===== src/rtl/alu_mult_seq.sv =====
// alu_mult_seq: sequential shift-add unsigned multiplier issuing one ADDU per step to an external ALU.
// Optional MULT_EARLY_TERM_EN stops as soon as the remaining multiplier bits are all zero.
`ifndef W_CPU
`define W_CPU 32
`endif
`ifndef W_OPCODE
`define W_OPCODE 4
`endif
`ifndef ADDU
`define ADDU 4'd1
`endif
module alu_mult_seq #(
   parameter int W     = `W_CPU,
   parameter int CNT_W = 6
) (
   input  logic                 clk,
   input  logic                 rst_n,
   input  logic                 req_valid,
   output logic                 req_ready,
   input  logic [W-1:0]         req_a,
   input  logic [W-1:0]         req_b,
   output logic                 resp_valid,
   input  logic                 resp_ready,
   output logic [W-1:0]         hi,
   output logic [W-1:0]         lo,
   output logic [`W_OPCODE-1:0] alu_op,
   output logic [W-1:0]         alu_a,
   output logic [W-1:0]         alu_b,
   input  logic [W-1:0]         alu_r,
   input  logic                 alu_carry
);
   typedef enum logic [1:0] {IDLE, CALC, DONE} state_t;
   state_t state, state_nxt;
   // top bit of the 2W+1 product register is always zero after a shift, so it is not stored
   logic [2*W-1:0] p, p_nxt, prod;
   logic [W-1:0] mcand;
   logic [CNT_W-1:0] cnt;
   logic last;
   assign req_ready  = state == IDLE;
   assign resp_valid = state == DONE;
   assign alu_op     = `ADDU;
   assign alu_a      = state == CALC ? p[2*W-1:W] : '0;
   assign alu_b      = (state == CALC && p[0]) ? mcand : '0;
   assign p_nxt      = {alu_carry, alu_r, p[W-1:1]};
`ifdef MULT_EARLY_TERM_EN
   // unconsumed multiplier bits sit in the low W-1-cnt bits of the shifted register
   assign last = (p_nxt[W-1:0] << (cnt + 1'b1)) == '0;
   assign prod = p_nxt >> (CNT_W'(W - 1) - cnt);
`else
   assign last = cnt == CNT_W'(W - 1);
   assign prod = p_nxt;
`endif
   always_ff @(posedge clk or negedge rst_n)
      if (!rst_n) state <= IDLE;
      else state <= state_nxt;
   always_comb begin
      state_nxt = state;
      if (state == IDLE && req_valid) state_nxt = CALC;
      if (state == CALC && last) state_nxt = DONE;
      if (state == DONE && resp_ready) state_nxt = IDLE;
   end
   always_ff @(posedge clk or negedge rst_n)
      if (!rst_n) begin
         p     <= '0;
         mcand <= '0;
         cnt   <= '0;
         hi    <= '0;
         lo    <= '0;
      end else if (req_valid && req_ready) begin
         p     <= {{W{1'b0}}, req_b};
         mcand <= req_a;
         cnt   <= '0;
      end else if (state == CALC) begin
         p   <= p_nxt;
         cnt <= cnt + 1'b1;
         if (last) {hi, lo} <= prod;
      end
endmodule


===== config.mk =====
export PLATFORM = sky130hd
export DESIGN_NAME = alu_mult_seq
export DESIGN_NICKNAME = d
export VERILOG_FILES = /design/src/rtl/alu_mult_seq.sv
export SDC_FILE = /design/constraint.sdc
export NUM_CORES = 1
export LEC_CHECK = 0
export BUFFER_PORTS_ARGS = -buffer_cell sky130_fd_sc_hd__buf_4
export CORE_MARGIN = 2
export CORE_UTILIZATION = 42
export CTS_CLUSTER_DIAMETER = 100
export DETAILED_ROUTE_END_ITERATION = 10
export PLACE_DENSITY = 0.68
export SKIP_LAST_GASP = 1
export SYNTH_ARGS = -nofsm -noshare
export SYNTH_HDL_FRONTEND = slang
export SYNTH_SLANG_ARGS = --single-unit

===== constraint.sdc =====
create_clock -name clk -period 4.5 [get_ports clk]
set_input_delay 0 -clock clk [delete_from_list [all_inputs] [get_ports clk]]
set_output_delay 0 -clock clk [all_outputs]
set_load 0.02 [all_outputs]

# Yosys cells after proc, flatten, opt, wreduce, memory -nomap -nowiden
# Index checks and enable logic that the tools add are counted.
[op_classes] bitwise=1 eq_ne=3 reduce_logical=8 add_sub_neg=1 muxes=9
[op_table] operator="64-bit 2-to-1 mux" n=2
[op_table] operator="32-bit 2-to-1 mux" n=2
[op_table] operator="6-bit 2-to-1 mux" n=2
[op_table] operator="6-bit by 1-bit adder with 6-bit output (second input constant)" n=1
[op_table] operator="6-bit by 5-bit equality test with 1-bit output (second input constant)" n=1
[op_table] operator="2-bit 2-to-1 mux" n=3
[op_table] operator="1-bit logical AND" n=4
[op_table] operator="3-bit AND reduction" n=1
[op_table] operator="3-bit nonzero test" n=1
[op_table] operator="2-bit by 1-bit equality test with 1-bit output (second input constant)" n=1
[op_table] operator="2-bit equality test (second input constant)" n=1
[op_table] operator="2-bit zero test" n=1
[op_table] operator="2-bit nonzero test" n=1
[op_table] operator="1-bit NOT" n=1
[totals] word_cells=28 reg_bits=168 input_bits=101 out_inout_bits=134

# Logic depth before layout (Yosys ltp)
[depth] depth_word=5 ltp_mapped=6 mapped_depth_nobuf=4

# Least setup slack after synthesis
# OpenSTA, ideal clock, no wires.
[synth_path] kind="register -> register" startpoint="register cnt[0]" endpoint="register hi[30]" setup_time_ps=125 required_ps=4375 slack_ps=2712 arrival_ps=1663 path_stages_with_launch=7 period_less_slack_ps=1788 path_buffers=2 path_cell_list="dfrtp_1 > ha_1 > nand3_1 > or4_4 > buf_6 > buf_6 > mux2_4"
[synth_between] elab_chain_len=2
[synth_lines] item="start: declaration" line="37" rtl="logic [CNT_W-1:0] cnt;"
[synth_lines] item="start signal: assignment" line="75" rtl="cnt <= cnt + 1'b1;"
[synth_lines] item="6-bit by 5-bit equality test with 1-bit output" line="50" rtl="assign last = cnt == CNT_W'(W - 1);"
[synth_lines] item="3-bit AND reduction (no line)"
[synth_lines] item="end signal: assignment" line="76" rtl="if (last) {hi, lo} <= prod;"
[synth_lines] item="end: declaration" line="24" rtl="output logic [W-1:0] hi,"
# Every way passes these cells.
# A chain may end at the register's enable or synchronous reset.

# Final worst setup path
[layout_path] startpoint="register state[0]" endpoint="output alu_b[18]"
[layout_between] elab_chain_len=3
[layout_lines] item="start: declaration" line="33" rtl="state_t state, state_nxt;"
[layout_lines] item="start signal: assignment" line="55" rtl="else state <= state_nxt;"
[layout_lines] item="2-bit by 1-bit equality test with 1-bit output" line="43" rtl="assign alu_b = (state == CALC && p[0]) ? mcand : '0;"
[layout_lines] item="1-bit logical AND" line="43"
[layout_lines] item="32-bit 2-to-1 mux" line="43"
[layout_lines] item="end: declaration" line="28" rtl="output logic [W-1:0] alu_b,"
# Every way passes these cells.

==> metrics.md <==
| Metric | Value |
|---|---|
| Status | finished clean |
| Top cells by area, synth | dfrtp_1 57%, mux2_2 8.9%, mux2_4 7.8% |
| Root buf cell | clkbuf_16 |
| Inserted Diodes | 0 |
| Hold_ws | 0.162 ns |
| CP Launch Type | flip-flop |
| Die height | 136 um |
| WL/cell | 17.3 um |
| Slew @ Worst Pin | 1.13 ns |
| FF-to-FF End | p[5] |
| Tmin final | 3.15 ns |
| Critical path arrival | 3.15 ns |
| Initial DRC count | 305 |
| Post-synthesis mux area share | 16.9% |
| Via count | 5666 |
| Clock Latency Late Sink | 0.42 ns |
| PortBufs | 230 |
| Worst path required time | 4.50 ns |
| Vias/cell | 5.06 |
| Multi-input gate area | 2890 um^2 |
| Synth Area in XOR/XNOR | 0% |
| Unique masters post-synth | 30 |
| Max Clock Skew | 0.00639 ns |
| Number of synthesized flops with an enable pin | 0 |
| Post-CTS setup buffers | 0 |
| Design area | 10800 um^2 |
| TritonCTS clock tree | done |
| LEAKAGE | 5.27 nW |
| # IOs | 235 |
| Max clock buf depth | 2 |
| Post-Synth Adder-Cell Area | 0.171% |
| Pin count of the biggest net entering global routing | 75 |
| Simple-Gate Fraction of Synth Area | 9.66% |
| Largest family of logic cells by synthesized area | multiplexers |
| Register area share after synthesis | 57.5% |
| Post-route ant nets | 0 |
| Area grow syn2layout | 47.2% |
| Slew Viols, Final | 0 |
| DRC | 0 |
| Power consumption | 7.23 mW |
| Yosys warns | 0 |
| Seq. cell area | 4200 um^2 |
| Final wirelength | 19.4 mm |
| #FFs+latches synth | 168 |
| Reg2Reg Setup Slack | 1.84 ns |
| Unrepaired setup endpoints after global routing | false |
| Fin Setup TNS | 0 ns |
| Worst path slowest cell | nor2b_4 |
| CP Class | reg -> out |
| Post-CTS Resized | 0 |
| Bufs and invs on worst path | 3 |
| Std cell rows | 48 |
| Die width | 136 um |
| Average size of a mapped cell | 12.8 um^2 |
| Compound-Gate Fraction of Synth Area | 12.3% |
| Worst Setup End Kind | output pin |
| Die Area | 18500 um^2 |
| Pwr dens | 671 nW/um^2 |
| Final net count | 984 |
| Mapped Area | 7320 um^2 |
| 1st-pass router iterations | 5 |
| Placement Cell Area | 9180 um^2 |
| CP most frequent cell | buf_4 |
| Core footprint | 17200 um^2 |
| H-Tree Depth | 4 |
| DP HPWL | 12.3 mm |
| RR Startpoint | state[0] |
| CTS Buf Count | 17 |
| Sink Count | 168 |
| Final Hold Viols | 0 |
| Gate count after technology mapping | 572 |
| Most frequent cells after synthesis | 168 x dfrtp_1, 58 x mux2_2, 38 x mux2_4 |
| Peak supply drop | 0.403 mV |
| Max_slew headroom | 24.7% |
| Post-synth ARST share | 100% |
| Placed cells | 989 |
| Number of global-route vias before repair | 5801 |
| Fill count | 1330 |
| Final Non-Filler Cells | 1120 |
| Worst-path maximum fanout | 54 |
| Initial antenna violation count | 0 |
| Top_reg_cell synth | dfrtp_1 |
| Top achievable clock speed | 317 MHz |
| First-pass GRT wire length | 30.4 mm |
| Crit-path max cell delay | 0.74 ns |
| Final RePlAce weighted congestion | 0.769 |
| Starting Density | 42.6% |
| Yosys top cell area share | 57.5% |
| Total track usage | 21.1% |
| Period utilization | 70.1% |
| Share of layout cells above drive strength 1 | 41.5% |
| Clock slew seen by the registers of the worst setup and hold paths | 0.06 ns |
| Maxcap violations | 0 |
| Post-CTS Hold Buffers | 99 |
| R2r worst-path depth | 5 |
| Critical path, cell by cell | buf_4, nor2b_4, buf_4, and3_1, buf_4 |
| Final setup viols | 0 |
| Min-Delay Path Class | in -> async |
| Grt total ovfl | 0 |
| Area leader, netlist | dfrtp_1 |
| Count leader, synth | dfrtp_1 |
| CP top delay family | buffers and inverters |
[state kept, by name, summed over array words and instances (netlist names)]
| register | cells |
|---|---|
| cnt | 6 |
| hi | 32 |
| lo | 32 |
| mcand | 32 |
| p | 64 |
| state | 2 |
[how the worst max path moves through the flow]
stage | slack, ns | depth (start not counted) | end | from
after global placement | 1.89 | 5 | alu_b[22] | state[0]
after CTS | 1.37 | 5 | alu_b[23] | state[0]
after floorplan | 2.71 | 6 | hi[30] | cnt[0]
after global routing | 1.13 | 5 | alu_b[18] | state[0]
after detailed placement | 1.82 | 5 | alu_b[23] | state[0]
final | 1.35 | 5 | alu_b[18] | state[0]
[stage by stage]
| stage | utilization [%] | worst slack [ns] |
|---|---|---|
| global route | 62.7 | 1.13 |
| finish | 62.7 | 1.35 |
| detailed placement | 53.5 | 1.82 |
| floorplan | - | 2.71 |
| CTS | 62.7 | 1.37 |
| global placement | 53.5 | 1.89 |
[logic make-up (layout without fill, tap and decap cells)]
kind of cell | Yosys count | in the layout
compound gates | 138 | 138
mux | 97 | 97
simple gates | 115 | 115
flops | 168 | 168
fa+ha+maj | 1 | 1
buf+inv | 51 | 372
other cells | 2 | 4
[cells in the final DEF (no fill, tap or decap), types with 3 or more instances in the layout]
master and n:
mux2_4 38, and2_1 32, dlygate4sd3_1 99, a21oi_1 33, conb_1 4, dfrtp_1 168
a22oi_1 32, nor2b_1 33, and3_1 32, a22o_1 33, o21ai_0 37, buf_4 238
nand2_1 5, clkinvlp_4 4, nand3_1 3, clkbuf_16 17, mux2_2 58
[layout make-up]
class	instances	share of cell area (%)
well taps	225	2.61
multi-input cells	355	26.8
repair buffers	338	25.9
clock inverters	12	1.31
clock buffers	20	4.24
inverters	2	0.0697
flip-flops and latches	168	39.0
[layer usage]
layer	GRT usage, %	vias to the layer above	wire [um]
met5	0	-	0
met4	7.87	0	358
met3	4.59	28	889
met2	35.0	168	9780
met1	27.3	2815	8390
li1	-	2655	-
[where the power goes]
group | internal [mW] | leakage [nW] | switching, mW
Combinational | 1.52 | 2.91 | 1.57
Sequential | 2.19 | 2.08 | 0.478
Clock | 0.855 | 0.281 | 0.614
[worst register-to-register path: stages, from the launching register on]
cell and delay, ns:
dfrtp_1 0.55, buf_4 0.39, nor2b_4 0.75, buf_4 0.60, a22oi_1 0.18, o21ai_0 0.12
No activity file was read; power rests on OpenSTA's default activity.
